===== src/rtl/pipe_arb_pkg.sv =====
// Shared definitions for the pipelined priority arbiter: FSM encoding and default width.
package pipe_arb_pkg;

    typedef enum logic {
        ARB_IDLE  = 1'b0,
        ARB_GRANT = 1'b1
    } arb_state_t;

    localparam int ARB_DEFAULT_N = 8;

endpackage


===== src/rtl/prio_find.sv =====
// Combinational circular search: first set bit of vec at or above start, wrapping N-1 -> 0.
module prio_find
    import pipe_arb_pkg::*;
#(
    parameter int N = ARB_DEFAULT_N,
    parameter int W = $clog2(N)
) (
    input  logic [N-1:0] vec,
    input  logic [W-1:0] start,
    output logic         found,
    output logic [W-1:0] index
);

    int pos;

    // Walk offsets from farthest to nearest so the nearest hit is written last and wins.
    always_comb begin
        found = 1'b0;
        index = '0;
        pos   = 0;
        for (int k = N - 1; k >= 0; k--) begin
            pos = (int'(start) + k) % N;
            if (vec[pos]) begin
                found = 1'b1;
                index = W'(pos);
            end
        end
    end

endmodule


===== src/rtl/pipe_prio_arbiter.sv =====
// Pipelined arbiter with registered grant and back-to-back re-arbitration on ack.
// Define PIPE_ARB_ROUND_ROBIN_EN for round-robin order; default is fixed priority (bit 0 highest).
module pipe_prio_arbiter
    import pipe_arb_pkg::*;
#(
    parameter int N = ARB_DEFAULT_N,
    parameter int W = $clog2(N)
) (
    input  logic         clk,
    input  logic         rst,
    input  logic         en,
    input  logic [N-1:0] req,
    input  logic         ack,
    output logic         valid,
    output logic [W-1:0] idx,
    output logic         stall
);

    arb_state_t   state;
    arb_state_t   state_next;
    logic [W-1:0] idx_next;
    logic [N-1:0] idx_mask;
    logic [N-1:0] search_vec;
    logic [W-1:0] start;
    logic [W-1:0] win_idx;
    logic         found;

    // While granting, the current holder is excluded so an ack hands off to someone else.
    assign idx_mask   = {{(N-1){1'b0}}, 1'b1} << idx;
    assign search_vec = (state == ARB_GRANT) ? (req & ~idx_mask) : req;

`ifdef PIPE_ARB_ROUND_ROBIN_EN
    logic [W-1:0] ptr;
    logic [W-1:0] idx_inc;

    assign idx_inc = (idx == W'(N - 1)) ? '0 : idx + 1'b1;
    assign start   = (state == ARB_GRANT) ? idx_inc : ptr;

    // Pointer only advances on an accepted ack; a flush (en low) does not count as acceptance.
    always_ff @(posedge clk or posedge rst) begin
        if (rst) begin
            ptr <= '0;
        end else if (state == ARB_GRANT && en && ack) begin
            ptr <= idx_inc;
        end
    end
`else
    assign start = '0;
`endif

    prio_find #(
        .N(N),
        .W(W)
    ) u_find (
        .vec  (search_vec),
        .start(start),
        .found(found),
        .index(win_idx)
    );

    always_ff @(posedge clk or posedge rst) begin
        if (rst) begin
            state <= ARB_IDLE;
            idx   <= '0;
        end else begin
            state <= state_next;
            idx   <= idx_next;
        end
    end

    always_comb begin
        state_next = state;
        idx_next   = idx;
        case (state)
            ARB_IDLE: begin
                if (en && found) begin
                    state_next = ARB_GRANT;
                    idx_next   = win_idx;
                end
            end
            ARB_GRANT: begin
                if (!en) begin
                    state_next = ARB_IDLE;
                end else if (ack) begin
                    if (found) begin
                        idx_next = win_idx;
                    end else begin
                        state_next = ARB_IDLE;
                    end
                end
            end
            default: state_next = ARB_IDLE;
        endcase
    end

    assign valid = (state == ARB_GRANT);
    assign stall = valid | (en & (|req));

endmodule


===== config.mk =====
export PLATFORM = sky130hd
export DESIGN_NAME = pipe_prio_arbiter
export DESIGN_NICKNAME = d
export VERILOG_FILES = /design/src/rtl/pipe_arb_pkg.sv /design/src/rtl/prio_find.sv /design/src/rtl/pipe_prio_arbiter.sv
export SDC_FILE = /design/constraint.sdc
export NUM_CORES = 1
export LEC_CHECK = 0
export ABC_AREA = 1
export CAP_MARGIN = 0
export CELL_PAD_IN_SITES_DETAIL_PLACEMENT = 1
export CELL_PAD_IN_SITES_GLOBAL_PLACEMENT = 1
export CORE_MARGIN = 3
export CORE_UTILIZATION = 40
export CTS_CLUSTER_DIAMETER = 40
export DETAILED_ROUTE_END_ITERATION = 8
export MAX_ROUTING_LAYER = met4
export PLACE_DENSITY = 0.89
export SLEW_MARGIN = 5
export SYNTH_ARGS = -nofsm -noshare
export SYNTH_HDL_FRONTEND = slang
export SYNTH_HIERARCHICAL = 1
export SYNTH_SLANG_ARGS = --single-unit

===== constraint.sdc =====
create_clock -name clk -period 2.55 [get_ports clk]
set_input_delay 0.255 -clock clk [delete_from_list [all_inputs] [get_ports clk]]
set_output_delay 0.255 -clock clk [all_outputs]
set_load 0.02 [all_outputs]

**After elaboration in Yosys (flattened, before gate mapping)**

Cells that the tools add are included.

- Register bits: 4
- Input bits: 12
- Output and inout bits: 5

- Equal/unequal tests: 4
- Shifts and indexed selects: 1
- Muxes and demuxes: 27
- Bitwise logic cells: 5
- Reduce and logical (&&, ||, !) cells: 3

Operators with widths:

| cell | count |
|---|---|
| $mux W3 | 12 |
| $mux W1 | 12 |
| $and A8 B8 Y8 | 1 |
| $mux W8 | 1 |
| $not A8 Y8 | 1 |
| $reduce_or A8 Y1 | 1 |
| $shl A1 B3 Y8 const A | 1 |
| $ne A2 B2 Y1 const B | 3 |
| $pmux W3 S2 | 1 |
| $reduce_and A4 Y1 | 1 |
| $ne A2 B1 Y1 const B | 1 |
| $pmux W1 S2 | 1 |
| $and A1 B1 Y1 | 1 |
| $logic_and A1 B1 Y1 | 1 |
| $not A1 Y1 | 1 |
| $or A1 B1 Y1 | 1 |

**Longest topological paths before layout**

Gate-level depths: netlist of run 1.

- Depth after elaboration: 16
- Mapped depth: 18
- Gate-level depth less buffers: 17

**Modules after synthesis**

Netlist of run 1, hierarchy kept.

By module, submodules not included:

| module | times used | cells each | area an instance (sq um) | seq. area each (sq um) |
|---|---|---|---|---|
| prio_find | 1 | 122 | 739.5 | 0.0 |
| pipe_prio_arbiter | 1 | 47 | 306.5 | 100.1 |

**Worst setup path after synthesis of run 1**

Ideal clock, no wire load.

- Path kind: reg2reg
- From: register state, in the netlist valid
- To: register idx[0]
- Arrival time: 1.738 ns
- Required time: 2.473 ns
- Slack: 0.736 ns
- Stages on the path, launching flop included: 13
- Buffers on the path: 0
- Period minus slack after synthesis: 1.814 ns
- Path through: dfrtp_1 > inv_1 > nor2_2 > a21boi_1 > nand2_1 > nand3_1 > nand3_1 > nand2_1 > nor4_1 > nand4_1 > nand3_2 > nand2_1 > o21ai_1

- Elaborated cells between the ends (all ways): 29
- Classes of those cells: eq/ne: 4; mux: 22; bitwise: 1; reduce/logical: 2

RTL lines:

| what | RTL line | text |
|---|---|---|
| start: declaration | pipe_prio_arbiter.sv:19 | `arb_state_t state;` |
| start signal: assignment | pipe_prio_arbiter.sv:66 | `state <= state_next;` |
| $mux W8 * | pipe_prio_arbiter.sv:30 | `assign search_vec = (state == ARB_GRANT) ? (req & ~idx_mask) : req;` |
| named net search_vec[0] | pipe_prio_arbiter.sv:23 | `logic [N-1:0] search_vec;` |
| $mux W1 * | prio_find.sv:23 | `if (vec[pos]) begin` |
| named net found | pipe_prio_arbiter.sv:26 | `logic found;` |
| $logic_and A1 B1 Y1 | pipe_prio_arbiter.sv:76 | `if (en && found) begin` |
| $ne A2 B2 Y1 (no source line) | -- |  |
| $reduce_and A4 Y1 (no source line) * | -- |  |
| end signal: assignment | pipe_prio_arbiter.sv:67 | `idx <= idx_next;` |
| end: declaration | pipe_prio_arbiter.sv:15 | `output logic [W-1:0] idx,` |

Mark *: on every way through the listed nets, which the timed path passes. The rest lies on a longest branch. The select of a mux whose other input is x is not followed.
A chain may end at the register's enable or synchronous reset.

**Worst setup path in the final report of run 1**

- From: register idx[0]
- To: register idx[0]

- Elaborated cells between the ends (all ways): 29
- Classes of those cells: eq/ne: 2; shift: 1; mux: 22; bitwise: 2; reduce/logical: 2

RTL lines:

| what | RTL line | text |
|---|---|---|
| $shl A1 B3 Y8 * | pipe_prio_arbiter.sv:29 | `assign idx_mask = {{(N-1){1'b0}}, 1'b1} << idx;` |
| $not A8 Y8 * | pipe_prio_arbiter.sv:30 |  |
| $and A8 B8 Y8 * | pipe_prio_arbiter.sv:30 |  |
| $mux W8 * | pipe_prio_arbiter.sv:30 |  |
| named net search_vec[0] | pipe_prio_arbiter.sv:23 |  |
| $mux W1 * | prio_find.sv:23 |  |
| named net found | pipe_prio_arbiter.sv:26 |  |
| $logic_and A1 B1 Y1 | pipe_prio_arbiter.sv:76 |  |
| $ne A2 B2 Y1 (no source line) | -- |  |
| $reduce_and A4 Y1 (no source line) * | -- |  |

Marked as above.

==> results of run 1 <==
[power breakdown]
group          internal [mW]  leakage (nW)  total, mW  switching, mW
logic                  0.139         0.564      0.368          0.230
registers             0.0756        0.0488     0.0991         0.0235
clock network         0.0533        0.0138     0.0888         0.0356
total                  0.267         0.627      0.556          0.289
[metrics by stage]
| stage | instance area, um^2 | power [mW] |
|---|---|---|
| after CTS | 1240 | 0.538 |
| after floorplan | 1060 | 0.359 |
| after global routing | 1240 | 0.603 |
| after global placement | 1210 | 0.429 |
| final | 1240 | 0.556 |
| after detailed placement | 1210 | 0.446 |
[synth_stat cells, types with 2 or more instances]
cell type	number	area [um^2]
nand2_1	41	154
nor2_1	9	33.8
a31oi_1	3	18.8
o21ai_1	5	25.0
nand2_4	3	33.8
nand3_2	14	140
dfrtp_1	4	100
nand2_2	11	68.8
a21oi_1	7	35.0
nor2_2	2	12.5
inv_1	16	60.1
a21boi_1	6	45.0
nand3_1	24	120
buf_6	3	33.8
ha_1	2	25.0
inv_2	7	26.3
[registers in the layout, summed over array words and instances (netlist names)]
register / flops
valid: 1
idx: 3
[cells by family (layout without fill, tap and decap cells)]
kind of cell	after synthesis	in the layout
xor+xnor	1	1
fa+ha+maj	2	2
simple gates	108	108
buf+inv	29	44
compound gates	24	24
flops	4	4
other cells	1	5
[critical path: stages, from the launching register on]
cell and delay, ns:
dfrtp_1 0.48, nor2_1 0.19, a21boi_1 0.11, nand2_1 0.12, nand3_1 0.10, nand3_1 0.10, nand2_1 0.12, nor4_1 0.39
nand4_1 0.20, nand3_2 0.18, nand2_1 0.07, o21ai_1 0.11
[final cells by class]
cell class	count	share of cell area
Clock buffer	3	0.0182
Tap cell	28	0.0283
Sequential cell	4	0.0809
Timing Repair Buffer	16	0.129
Multi-Input combinational cell	140	0.659
Inverter	25	0.0839
[final timing paths]
check / to / slack (ns) / depth (start not counted)
worst min-delay path: idx[2] / 0.19 / 2
min in group clk: idx[2] / 0.58 / 2
max in group asynchronous: idx[1] / 2.19 / 2
worst min register to register: idx[2] / 0.58 / 2
worst max-delay path: idx[0] / 0.29 / 11
worst max register to register: idx[0] / 0.29 / 11
[metal layers]
metal | wire, um | vias to the layer above
met5 | 0 | -
met4 | 69 | 0
met3 | 96 | 7
met2 | 1770 | 20
met1 | 1450 | 567
li1 | - | 583
==> impl_metrics.env, run 1 <==
export IMPL_setup_tns_ns=0
export IMPL_std_cell_rows=17
export IMPL_cts_tree="yes"
export IMPL_post_cts_buffers=0
export IMPL_wl_per_cell_um=15.7
export IMPL_grt_pass1_wl_um=5920
export IMPL_synth_seq_cells=4
export IMPL_use_met3=0.0249
export IMPL_synth_cell_area_um2=1050
export IMPL_drtIter0Drc=30
export IMPL_num_antenna_cells=0
export IMPL_htree_levels=1
export IMPL_synth_edf_count=0
export IMPL_ant_nets=0
export IMPL_muxShareOfSynthArea=0
export IMPL_fin_cells=216
export IMPL_num_fill_cells=330
export IMPL_holdCritPathClass="input pin to asynchronous set/reset pin"
export IMPL_pre_cts_ws_ns=0.266
export IMPL_port_buffers=16
export IMPL_area_growth_pct=18.3
export IMPL_seq_area_frac_synth=0.0957
export IMPL_route_detailed_drc=0
export IMPL_synthAdderAreaFrac=0.0239
export IMPL_fin_util=0.529
export IMPL_end_kind="flop"
export IMPL_finalClockSkew_ns=0.00950
export IMPL_first_pass_iters=4
export IMPL_fin_nets=204
export IMPL_rsz0062_at_grt="false"
export IMPL_hold_viol=0
export IMPL_synth_compound_area_frac=0.142
export IMPL_via_count=1177
export IMPL_multiInputGateArea_um2=816
export IMPL_first_global_vias=1296
export IMPL_core_um2=2340
export IMPL_cts_resized_gates=0
export IMPL_overflow=0
export IMPL_async_flop_share=1.00
export IMPL_clock_tree_buffer_depth=2
export IMPL_track_usage=0.239
export IMPL_ys_flop_type="dfrtp_1"
export IMPL_pwr_density_cell_nw_per_um2=450
export IMPL_grt_max_degree=11
export IMPL_synth_cell_type_count=28
export IMPL_synth_avg_cell_area_um2=6.19
export IMPL_grt_util_met2=0.406
export IMPL_r2r_start="idx[0]"
export IMPL_crit_arrival_ns=2.43
export IMPL_dieArea_um2=3260
export IMPL_cp_required_ns=2.72
export IMPL_numCtsBuffers=3
export IMPL_outcome="completed"
export IMPL_synthXorXnorAreaFrac=0.0263
export IMPL_layout_setup_ws_ns=0.293
export IMPL_critPathMaxFanout=7
export IMPL_syn_inst=169
export IMPL_critPathKind="flop to flop"
export IMPL_fp_dieW_um=57.1
export IMPL_final_cell_mix="nand2_1 (41), nand3_1 (24), inv_1 (16), clkdlybuf4s50_1 (16), nand3_2 (14)"
export IMPL_irDropWorstVdd_mv=0.255
export IMPL_via_per_inst=5.45
export IMPL_yosys_area_share_simple=0.569
export IMPL_layout_commonest_cell="nand2_1"
export IMPL_initial_core_util=0.447
export IMPL_grt_busiest_layer="met2"
export IMPL_root_buffer="clkbuf_4"
export IMPL_setup_violations=0
export IMPL_period_minus_slack_ns=2.26
export IMPL_regArea_um2=100
export IMPL_max_freq_ghz=0.443
export IMPL_yosys_warnings=6
export IMPL_cts_num_sinks=4
export IMPL_drive_above_1_share=0.250
export IMPL_hold_buffers=0
export IMPL_routed_wl_um=3390
export IMPL_synth_top_family_by_area="simple AND/OR/NAND/NOR gates"
export IMPL_maxCapViolCount=0
export IMPL_worstSetupStartpointType="flop"
export IMPL_use_met1=0.279
export IMPL_dp_hpwl_um=2880
export IMPL_gp_congestion=0.886
export IMPL_p_leak_nw=0.627
export IMPL_die_height_um=57.1
export IMPL_fin_crit_sh=0.885
export IMPL_maxSlewViolCount=0
export IMPL_crit_start="idx[0]"
export IMPL_boundaryPins=17
export IMPL_insertion_delay_ns=0.26
export IMPL_clk_pin_slew_ns=0.04
export IMPL_placed_cells=213
export IMPL_fin_hold_ws_ns=0.186
export IMPL_antenna_found_initial=0
Note: power is estimated with default switching activity, not from simulation.
==> inputs of run 2 (changes only) <==
--- a/config.mk
+++ b/config.mk
@@ -10,13 +10,12 @@
 export CELL_PAD_IN_SITES_DETAIL_PLACEMENT = 1
 export CELL_PAD_IN_SITES_GLOBAL_PLACEMENT = 1
 export CORE_MARGIN = 3
-export CORE_UTILIZATION = 40
+export CORE_UTILIZATION = 27
 export CTS_CLUSTER_DIAMETER = 40
 export DETAILED_ROUTE_END_ITERATION = 8
 export MAX_ROUTING_LAYER = met4
-export PLACE_DENSITY = 0.89
+export PLACE_DENSITY = 0.83
 export SLEW_MARGIN = 5
 export SYNTH_ARGS = -nofsm -noshare
 export SYNTH_HDL_FRONTEND = slang
-export SYNTH_HIERARCHICAL = 1
 export SYNTH_SLANG_ARGS = --single-unit
==> impl_metrics.env, run 2 <==
export IMPL_power_internal_mw=0.173
export IMPL_syn_inst=69
export IMPL_clock_power_share=0.292
export IMPL_tightest_slew_ns=0.301
export IMPL_dieArea_um2=1950
export IMPL_rsz0062_at_grt="false"
export IMPL_synthMostInstantiatedCell="nand2_1"
export IMPL_max_freq_ghz=0.492
export IMPL_finalClockSkew_ns=0.000547
export IMPL_outcome="completed"
export IMPL_maxCapViolCount=0
export IMPL_crit_top_cell="clkdlybuf4s50_1"
export IMPL_crit_arrival_ns=1.78
export IMPL_synth_avg_cell_area_um2=5.71
export IMPL_crit_start="req[5]"
export IMPL_route_detailed_drc=0
export IMPL_largest_register="idx"
export IMPL_combPwrFrac=0.397
export IMPL_htree_levels=1
export IMPL_via_count=472
export IMPL_grt_pass1_wl_um=1930
export IMPL_clk_pin_slew_ns=0.04
export IMPL_seq_area_frac_synth=0.254
export IMPL_clock_tree_buffer_depth=2
export IMPL_setup_violations=0
export IMPL_hold_buffers=0
export IMPL_num_fill_cells=186
export IMPL_synth_cell_type_count=16
export IMPL_gp_congestion=0.771
export IMPL_end_kind="output port"
export IMPL_num_antenna_cells=0
export IMPL_period_minus_slack_ns=2.03
export IMPL_cts_num_sinks=4
export IMPL_holdCritPathClass="input pin to asynchronous set/reset pin"
export IMPL_r2r_start="valid"
export IMPL_met3_length_um=60
export IMPL_grt_max_degree=7
export IMPL_total_power_mw=0.266
export IMPL_wl_met1_um=522
export IMPL_synth_cell_area_um2=394
export IMPL_yosysTopAreaCell="nand2_1"
export IMPL_via_per_inst=4.58
export IMPL_synth_nets=81
export IMPL_initial_core_util=0.295
export IMPL_drtIter0Drc=1
export IMPL_overflow=0
export IMPL_wl_met2_um=519
export IMPL_routed_wl_um=1100
export IMPL_largest_register_ffs=3
export IMPL_boundaryPins=17
export IMPL_seqPwrFrac=0.310
export IMPL_wl_per_cell_um=10.7
export IMPL_irDropWorstVdd_mv=0.271
export IMPL_first_global_vias=471
export IMPL_die_height_um=44.2
export IMPL_routed_top_layer="met3"
export IMPL_worstSetupStartpointType="input pin"
export IMPL_ant_nets=0
export IMPL_switchingPower_mw=0.0930
export IMPL_slowest_stage="clkdlybuf4s50_1"
export IMPL_cp_cell_sequence="clkdlybuf4s50_1 > nor2_1 > nand3_1 > nor4_1 > o21ai_0 > clkdlybuf4s50_1"
export IMPL_critPathMaxFanout=2
export IMPL_port_buffers=16
export IMPL_async_flop_share=1.00
export IMPL_yosys_warnings=0
export IMPL_layout_commonest_cell="nand2_1"
export IMPL_fp_dieW_um=44.2
export IMPL_p_leak_nw=0.289
export IMPL_area_growth_pct=51.1
export IMPL_std_cell_rows=13
export IMPL_synth_seq_cells=4
export IMPL_cpPeakStageDelay_ns=0.54
export IMPL_pre_cts_ws_ns=0.475
export IMPL_root_buffer="clkbuf_4"
export IMPL_layout_setup_ws_ns=0.517
export IMPL_track_usage=0.140
export IMPL_power_share_switching=0.350
export IMPL_maxSlewViolCount=0
export IMPL_fin_nets=102
export IMPL_synth_common_cells="nand2_1 (27), nor2_1 (11), inv_1 (9)"
export IMPL_pwr_density_cell_nw_per_um2=446
export IMPL_cp_required_ns=2.30
export IMPL_cts_tree="yes"
export IMPL_synth_top_cell_area_share=0.257
export IMPL_ys_flop_type="dfrtp_1"
export IMPL_first_pass_iters=2
export IMPL_numCtsBuffers=3
export IMPL_dp_hpwl_um=939
export IMPL_drive_above_1_share=0.136
export IMPL_antenna_found_initial=0
export IMPL_hold_viol=0
export IMPL_core_um2=1330
export IMPL_synth_edf_count=0
export IMPL_critPathKind="input pin to output port"
export IMPL_post_cts_buffers=0
export IMPL_fin_crit_sh=0.797
export IMPL_cts_resized_gates=0
export IMPL_setup_tns_ns=0
export IMPL_final_cell_mix="nand2_1 (27), clkdlybuf4s50_1 (16), nor2_1 (11)"
export IMPL_max_slew_margin=0.797
export IMPL_insertion_delay_ns=0.23
export IMPL_ys_top_cells_by_area="nand2_1 (26%), dfrtp_1 (25%), nor2_1 (10%), inv_1 (8.6%), nand2_2 (4.8%)"
[run 2: cell families after synthesis]
family / synth area share
flops: 0.254
simple gates: 0.556
buf+inv: 0.0857
compound gates: 0.105
[run 2: critical path: cells and delay by family]
family | cells | cell delay [ns]
AO/OA/AOI/OAI | 1 | 0.11
buffers and inverters | 2 | 0.96
AND/OR/NAND/NOR | 3 | 0.44
[run 2: final timing paths]
kind	to	slack (ns)	cells after the start
setup reg to reg	idx[0]	1.15	11
hold reg to reg	idx[0]	0.59	2
min in group clk	idx[0]	0.59	2
setup / recovery	stall	0.52	6
hold / removal	idx[0]	0.20	2
max in group asynchronous	valid	2.21	2
[run 2: area by class of cell]
cell class	instances	area (um^2)	share of cell area
well taps	15	18.8	0.0315
repair buffers	16	160	0.269
inverters	9	33.8	0.0567
multi-input cells	56	260	0.437
flip-flops and latches	4	100	0.168
clock buffers	3	22.5	0.0378
[run 2: through the flow]
stage	hold WS, ns	utilization	instances	cell area [um^2]
floorplan	0.0211	-	69	394
global placement	0.440	0.430	100	573
detailed placement	0.452	0.430	100	573
CTS	0.195	0.447	103	596
global route	0.203	0.447	103	596
finish	0.201	0.447	103	596
[run 2: power groups by stage]
stage,registers (mW),logic (mW),clock network [mW]
floorplan,0.0906,0.0513,0
global placement,0.0829,0.106,0
detailed placement,0.0835,0.107,0
CTS,0.0827,0.108,0.0844
global route,0.0847,0.119,0.0884
finish,0.0824,0.106,0.0777
[run 2: layer usage]
| metal | track usage | vias to the layer above |
|---|---|---|
| met1 | 0.175 | 211 |
| li1 | - | 247 |
| met4 | 0.0904 | 0 |
| met2 | 0.203 | 14 |
| met3 | 0.0244 | 0 |
| met5 | - | - |
